==> config.mk <==
export PLATFORM = sky130hd
export DESIGN_NAME = id_stage_pipe
export DESIGN_NICKNAME = d
export VERILOG_FILES = /design/src/rtl/id_pkg.sv /design/src/rtl/regfile_bypass.sv /design/src/rtl/id_stage_pipe.sv
export SDC_FILE = /design/constraint.sdc
export NUM_CORES = 1
export LEC_CHECK = 0
export CAP_MARGIN = 0
export CORE_MARGIN = 2
export CORE_UTILIZATION = 43
export DETAILED_ROUTE_END_ITERATION = 12
export HOLD_SLACK_MARGIN = 0.08
export RECOVER_POWER = 100
export SLEW_MARGIN = 0
export SYNTH_ARGS = -nofsm -noshare
export SYNTH_HDL_FRONTEND = slang
export SYNTH_SLANG_ARGS = --single-unit
==> constraint.sdc <==
create_clock -name clk -period 2.25 [get_ports clk]
set_input_delay 0.3375 -clock clk [delete_from_list [all_inputs] [get_ports clk]]
set_output_delay 0.3375 -clock clk [all_outputs]
set_load 0.005 [all_outputs]
==> src/rtl/id_pkg.sv <==
// Shared definitions for the instruction-decode stage: default widths,
// decode FSM states and the opcode class that marks a two-word instruction.
package id_pkg;

  localparam int DEF_IW    = 16;
  localparam int DEF_DW    = 16;
  localparam int DEF_NREG  = 8;
  localparam int DEF_OPC_W = 5;
  localparam int DEF_SH_W  = 8;

  // The top CLASS_W opcode bits select the instruction class.
  localparam int          CLASS_W        = 2;
  localparam logic [1:0]  TWO_WORD_CLASS = 2'b10;

  typedef enum logic [0:0] {
    S_OP  = 1'b0,
    S_IMM = 1'b1
  } state_e;

endpackage

==> src/rtl/regfile_bypass.sv <==
// Register file with two combinational read ports, one write port and
// write-through bypass so a same-cycle write-back is visible to readers.
module regfile_bypass #(
  parameter int DW   = 16,
  parameter int NREG = 8,
  parameter int AW   = $clog2(NREG)
) (
  input  logic          clk,
  input  logic          rst,
  input  logic          wr_en,
  input  logic [AW-1:0] wr_addr,
  input  logic [DW-1:0] wr_data,
  input  logic [AW-1:0] rd_addr1,
  input  logic [AW-1:0] rd_addr2,
  output logic [DW-1:0] rd_data1,
  output logic [DW-1:0] rd_data2
);

  logic [DW-1:0] regs [NREG];

  always_ff @(posedge clk) begin
    if (rst) begin
      for (int i = 0; i < NREG; i++) regs[i] <= '0;
    end else if (wr_en) begin
      regs[wr_addr] <= wr_data;
    end
  end

  assign rd_data1 = (wr_en && (wr_addr == rd_addr1)) ? wr_data : regs[rd_addr1];
  assign rd_data2 = (wr_en && (wr_addr == rd_addr2)) ? wr_data : regs[rd_addr2];

endmodule

==> src/rtl/id_stage_pipe.sv <==
// Instruction-decode stage: field extraction, two-word instruction sequencing,
// register read with write-back bypass, and the ID/EX pipeline register.
module id_stage_pipe
  import id_pkg::*;
#(
  parameter int IW    = DEF_IW,
  parameter int DW    = DEF_DW,
  parameter int NREG  = DEF_NREG,
  parameter int AW    = $clog2(NREG),
  parameter int OPC_W = DEF_OPC_W,
  parameter int SH_W  = DEF_SH_W
) (
  input  logic             clk,
  input  logic             rst,
  input  logic             instr_valid,
  input  logic [IW-1:0]    instr,
  input  logic             stall,
  input  logic             flush,
  input  logic             wb_en,
  input  logic [AW-1:0]    wb_addr,
  input  logic [DW-1:0]    wb_data,
  output logic             fetch_hold,
  output logic             ex_valid,
  output logic [OPC_W-1:0] ex_opcode,
  output logic [DW-1:0]    ex_rs1_data,
  output logic [DW-1:0]    ex_rs2_data,
  output logic [AW-1:0]    ex_rd_addr,
  output logic [DW-1:0]    ex_imm,
  output logic             ex_has_imm,
  output logic [SH_W-1:0]  ex_shamt
);

  localparam int RS1_MSB = IW - OPC_W - 1;
  localparam int RS2_MSB = IW - OPC_W - AW - 1;

  state_e           state;
  logic [OPC_W-1:0] hold_opcode;
  logic [AW-1:0]    hold_rs1;
  logic [AW-1:0]    hold_rs2;
  logic [SH_W-1:0]  hold_shamt;

  logic [OPC_W-1:0] f_opcode;
  logic [AW-1:0]    f_rs1;
  logic [AW-1:0]    f_rs2;
  logic [SH_W-1:0]  f_shamt;
  logic             f_two_word;

  logic [AW-1:0]    rd_addr1;
  logic [AW-1:0]    rd_addr2;
  logic [DW-1:0]    rd_data1;
  logic [DW-1:0]    rd_data2;

  assign f_opcode   = instr[IW-1 -: OPC_W];
  assign f_rs1      = instr[RS1_MSB -: AW];
  assign f_rs2      = instr[RS2_MSB -: AW];
  assign f_shamt    = instr[SH_W-1:0];
  assign f_two_word = (instr[IW-1 -: CLASS_W] == TWO_WORD_CLASS);

  // While waiting for the immediate word, operands come from the latched
  // addresses so that write-backs during the wait are picked up.
  assign rd_addr1 = (state == S_IMM) ? hold_rs1 : f_rs1;
  assign rd_addr2 = (state == S_IMM) ? hold_rs2 : f_rs2;

  assign fetch_hold = stall;

  regfile_bypass #(
    .DW   (DW),
    .NREG (NREG),
    .AW   (AW)
  ) u_regfile (
    .clk      (clk),
    .rst      (rst),
    .wr_en    (wb_en),
    .wr_addr  (wb_addr),
    .wr_data  (wb_data),
    .rd_addr1 (rd_addr1),
    .rd_addr2 (rd_addr2),
    .rd_data1 (rd_data1),
    .rd_data2 (rd_data2)
  );

  // Priority: reset, then flush, then stall, then normal sequencing.
  // Bubbles zero the whole EX register rather than leaving stale fields.
  always_ff @(posedge clk) begin
    if (rst || flush) begin
      state       <= S_OP;
      hold_opcode <= '0;
      hold_rs1    <= '0;
      hold_rs2    <= '0;
      hold_shamt  <= '0;
      ex_valid    <= 1'b0;
      ex_opcode   <= '0;
      ex_rs1_data <= '0;
      ex_rs2_data <= '0;
      ex_rd_addr  <= '0;
      ex_imm      <= '0;
      ex_has_imm  <= 1'b0;
      ex_shamt    <= '0;
    end else if (!stall) begin
      ex_valid    <= 1'b0;
      ex_opcode   <= '0;
      ex_rs1_data <= '0;
      ex_rs2_data <= '0;
      ex_rd_addr  <= '0;
      ex_imm      <= '0;
      ex_has_imm  <= 1'b0;
      ex_shamt    <= '0;
      case (state)
        S_OP: begin
          if (instr_valid && f_two_word) begin
            hold_opcode <= f_opcode;
            hold_rs1    <= f_rs1;
            hold_rs2    <= f_rs2;
            hold_shamt  <= f_shamt;
            state       <= S_IMM;
          end else if (instr_valid) begin
            ex_valid    <= 1'b1;
            ex_opcode   <= f_opcode;
            ex_rs1_data <= rd_data1;
            ex_rs2_data <= rd_data2;
            ex_rd_addr  <= f_rs2;
            ex_shamt    <= f_shamt;
          end
        end
        S_IMM: begin
          if (instr_valid) begin
            ex_valid    <= 1'b1;
            ex_opcode   <= hold_opcode;
            ex_rs1_data <= rd_data1;
            ex_rs2_data <= rd_data2;
            ex_rd_addr  <= hold_rs2;
            ex_shamt    <= hold_shamt;
            ex_imm      <= DW'(instr);
            ex_has_imm  <= 1'b1;
            state       <= S_OP;
          end
        end
        default: state <= S_OP;
      endcase
    end
  end

endmodule
* Yosys cells after proc, flatten, opt, wreduce, memory -nomap -nowiden
Memories as Yosys holds them, arrays and structs flattened. Cells that the tools add are included.
Operators by class: reductions and logical operators 6, equal/unequal tests 3, bitwise gates (word level) 2, multiplexer cells 39
Operators with widths (count):
- 2-to-1 mux 16 bit | 9
- one-hot mux 16 bit (2 select lines) | 2
- 2-to-1 mux 8 bit | 3
- 2-to-1 mux 3 bit | 6
- one-hot mux 8 bit (2 select lines) | 1
- OR reduction 16 bit | 1
- 2-to-1 mux 5 bit | 3
- 2-to-1 mux 1 bit | 11
- one-hot mux 5 bit (2 select lines) | 1
- == test 3 bit | 2
- one-hot mux 3 bit (2 select lines) | 1
- one-hot mux 1 bit (2 select lines) | 2
- logical AND 1 bit | 3
- AND reduction 3 bit | 1
- == test 2 bit (second input constant) | 1
- inverter 1 bit | 2
- logical OR 1 bit | 1
Word-level totals: logic and storage cells 64, flip-flop bits (word level) 86, bits in writable memories 128, memories kept 1, bits of input ports 41
Memory list:
- u_regfile.regs | words 8, width 16, read ports 2, clocked after memory_dff 0, write ports 8, line regfile_bypass.sv:19 | logic [DW-1:0] regs [NREG];

* Logic depth before layout (Yosys ltp)
word-level depth 7, depth in mapped cells 9, depth with buffers taken out 6

* Cells and area by module
Synthesis repeated with hierarchy kept, for this count alone.
Second synthesis, totals: cells, all modules 780, area, all modules 10550.1 um2
By module, submodules not included:
- regfile_bypass | cells each 445, times used 1, area an instance 7453.4 um2
- id_stage_pipe | cells each 335, times used 1, area an instance 3096.7 um2

* Least setup slack after synthesis
No wires, ideal clock.
kind input -> register, from input port rst, to memory u_regfile.regs[3][0] (enable), data arrival time 1.460 ns, setup slack 0.456 ns, data required time 1.916 ns, stages 4, path through clkbuf_1 > or3b_1 > nor2_1 > or2_2
RTL lines:
- from (decl) | line id_stage_pipe.sv:14 | input logic rst,
- to (decl) | line regfile_bypass.sv:19

==> run metrics <==
status=finished clean; first-pass GRT wire length=between 60000 and 70000 µm; Synth top area share=0.319; synthesized flop and latch total=208; critical path type=in2reg; Design Power=9320 µW; post-DR wirelength/cell=23.4 µm; Seq/Total Area, Yosys=0.452; row cnt=61; CTS tree=done; hold_buf cts=0; Tightest Hold Check Type=in2reg; cells after synthesis=about 1400; main combinational cell family by area after synthesis=compound AO/OA/AOI/OAI gates; Max Slew Vio Count=0; syn nets=1406; largest cells by area after synthesis=edfxtp_1 32%, dfxtp_1 13%, and2_1 6.8%, nand2b_1 6.8%, a22oi_1 5.0%; Worst Hold Slack=between 150 and 200 ps; Fin. Hold Viols=0; Synth Cell Area=12100 µm²; TritonRoute pass-1 iters=5; RSZ-0062 raised after global routing=false; Max rail drop VDD=0.569 mV; final cycle utilization of the critical path=0.935; global route total overflow=0; most frequent cells in the layout=131 x nand2b_1, 128 x edfxtp_1, 115 x nand2_1; register area=5450 µm²; Worst setup SP type=primary input; Simple-Gate Fraction of Synth Area=0.216; post-synth cell types=45; gpl congestion=0.861; Via density=6.14; via count=11400; Final Skew=14.3 ps; Synth area leader=edfxtp_1; fraction of the mapped netlist area in adder cells=0; largest net degree at the start of global routing=67; Max Fanout on Critical Path=12; Post-DRT Antenna Nets=0; Filler cells=about 2600; Initial Util=0.435; Die ar.=29400 µm²; critical path endpoint category=flop; DRT iter0 DRCs=1500; area delta synth->final=21.2%; Clk pin slew, worst setup/hold paths=60 ps; total leakage power=0.00519 µW; IO Pins=approximately 110; CTS max path bufs=3; initial antenna violation count=3; final WL=43400 µm; post-synthesis xor/xnor area fraction=0.00498; die height=171 µm; Final #Nets=1500; FMAX=roughly 480 MHz; core region area=27700 µm²; residual DRC count=0; IO Port Bufs=~110; max_slew headroom=0.535; Chip Width=between 150 and 200 µm; yosys warns=0; Max-cap violations=0; gr usage total=0.294; Slew @ Worst Pin=698 ps; Power Density=638 nW/µm²; synthesized area per cell=8.83 µm²; clk_lat worst skew=approximately 530 ps; H-tree depth=1; compound-gate portion of the synthesized area=0.261; HPWL after DPL=27400 µm; Reg2Reg Depth=7; Num CTS Buffers=24; ant diodes=0; vias in the first global route=between 10000 and 15000; CTS Sinks=208; ratio of cells with drive above 1 in the final layout=0.0921; final setup fails=0; Hold Path Depth=3; area of the multi-input gates=just under 6000 µm²; Final Instance Area=14600 µm²; most common cell after layout, fill and taps aside=nand2b_1; Clk Tree Root Cell=clkbuf_16; CP arrival=around 2300 ps; post-synthesis mux area share=0.00882; Period minus WS final=2100 ps; placed cell area=14100 µm²; Crit path required time=~2400 ps
==> synthesized netlist by cell type (all sizes together) <==
cell type and number:
inv 33, a31oi 15, nand4 2, o221ai 16
dfxtp 80, nor2 44, o31ai 1, nor3b 2
xor2 2, clkbuf 78, a21oi 114, nor2b 4
edfxtp 128, or2 9, a221oi 19, nor3 34
o21ai 134, nand2b 131, nand3 1, xnor2 4
o211ai 49, mux2 4, mux2i 5, a22oi 81
a221o 8, nand3b 1, and3 3, nand2 116
a211oi 32, o22ai 32, or3b 2, buf 49
and2 132
==> registers in the layout (all words and copies together), names as in the netlist <==
register        cells
ex_has_imm          1
ex_imm             16
ex_opcode           5
ex_rd_addr          3
ex_rs1_data        16
ex_rs2_data        16
ex_shamt            5
ex_valid            1
hold_opcode         5
hold_rs1            3
hold_rs2            3
hold_shamt          5
state               1
u_regfile.regs    128
==> metrics by stage <==
step,utilization,TNS (ps),std cells,worst slack (ps)
2_1_floorplan,-,0,1365,456
5_1_grt,0.528,0,1855,40.1
3_5_place_dp,0.508,-68.7,1811,-34.8
6_report,0.528,0,1855,146
4_1_cts,0.534,0,1855,145
3_3_place_gp,0.508,-48.0,1811,-37.0
==> worst max-delay path: stages <==
cell,delay [ps]
dlygate4sd3_1,600
clkbuf_1,280
nand3b_1,230
nor2_1,90
or2_2,320
clkbuf_2,390
==> cell type report <==
class | count | area share
Timing Repair Buffer | 195 | 0.131
Multi-Input combinational cell | 997 | 0.405
Tap cell | 378 | 0.0324
Clock inverter | 10 | 0.00471
Sequential cell | 208 | 0.373
Inverter | 33 | 0.00847
Clock buffer | 34 | 0.0451
==> cells by family after synthesis <==
logic type	count (synthesis)
AO/OA/AOI/OAI	501
XOR/XNOR	6
buffers and inverters	160
flip-flops	208
multiplexers	9
AND/OR/NAND/NOR	481
==> per-layer routing <==
metal / up-vias / GRT usage / part of all wire
li1: 5171 / - / -
met5: - / 0 / 0.00030
met4: 2 / 0.0965 / 0.033
met3: 119 / 0.0428 / 0.10
met2: 695 / 0.471 / 0.46
met1: 5405 / 0.409 / 0.41
==> repair_timing <==
action                                  CTS  global route
buffers inserted                          0             0
endpoints found under the setup margin    0             1
resized for setup                         0             1
==> report_power, final <==
| group | total [µW] | internal, µW | leakage, µW | switching (µW) |
|---|---|---|---|---|
| registers | 4370 | 4220 | 0.00188 | 146 |
| logic | 1250 | 496 | 0.00297 | 757 |
| clock network | 3700 | 2140 | 0.000348 | 1550 |
==> path summary, 6_finish.rpt <==
| path | start | end | slack, ps |
|---|---|---|---|
| setup / recovery | rst | u_regfile.regs[5][7] | 150 |
| hold / removal | instr[9] | ex_imm[9] | 170 |
| setup reg to reg | state | ex_rs1_data[0] | 170 |
| hold reg to reg | hold_rs1[2] | hold_rs1[2] | 450 |
(Power assumes the default switching activity.)
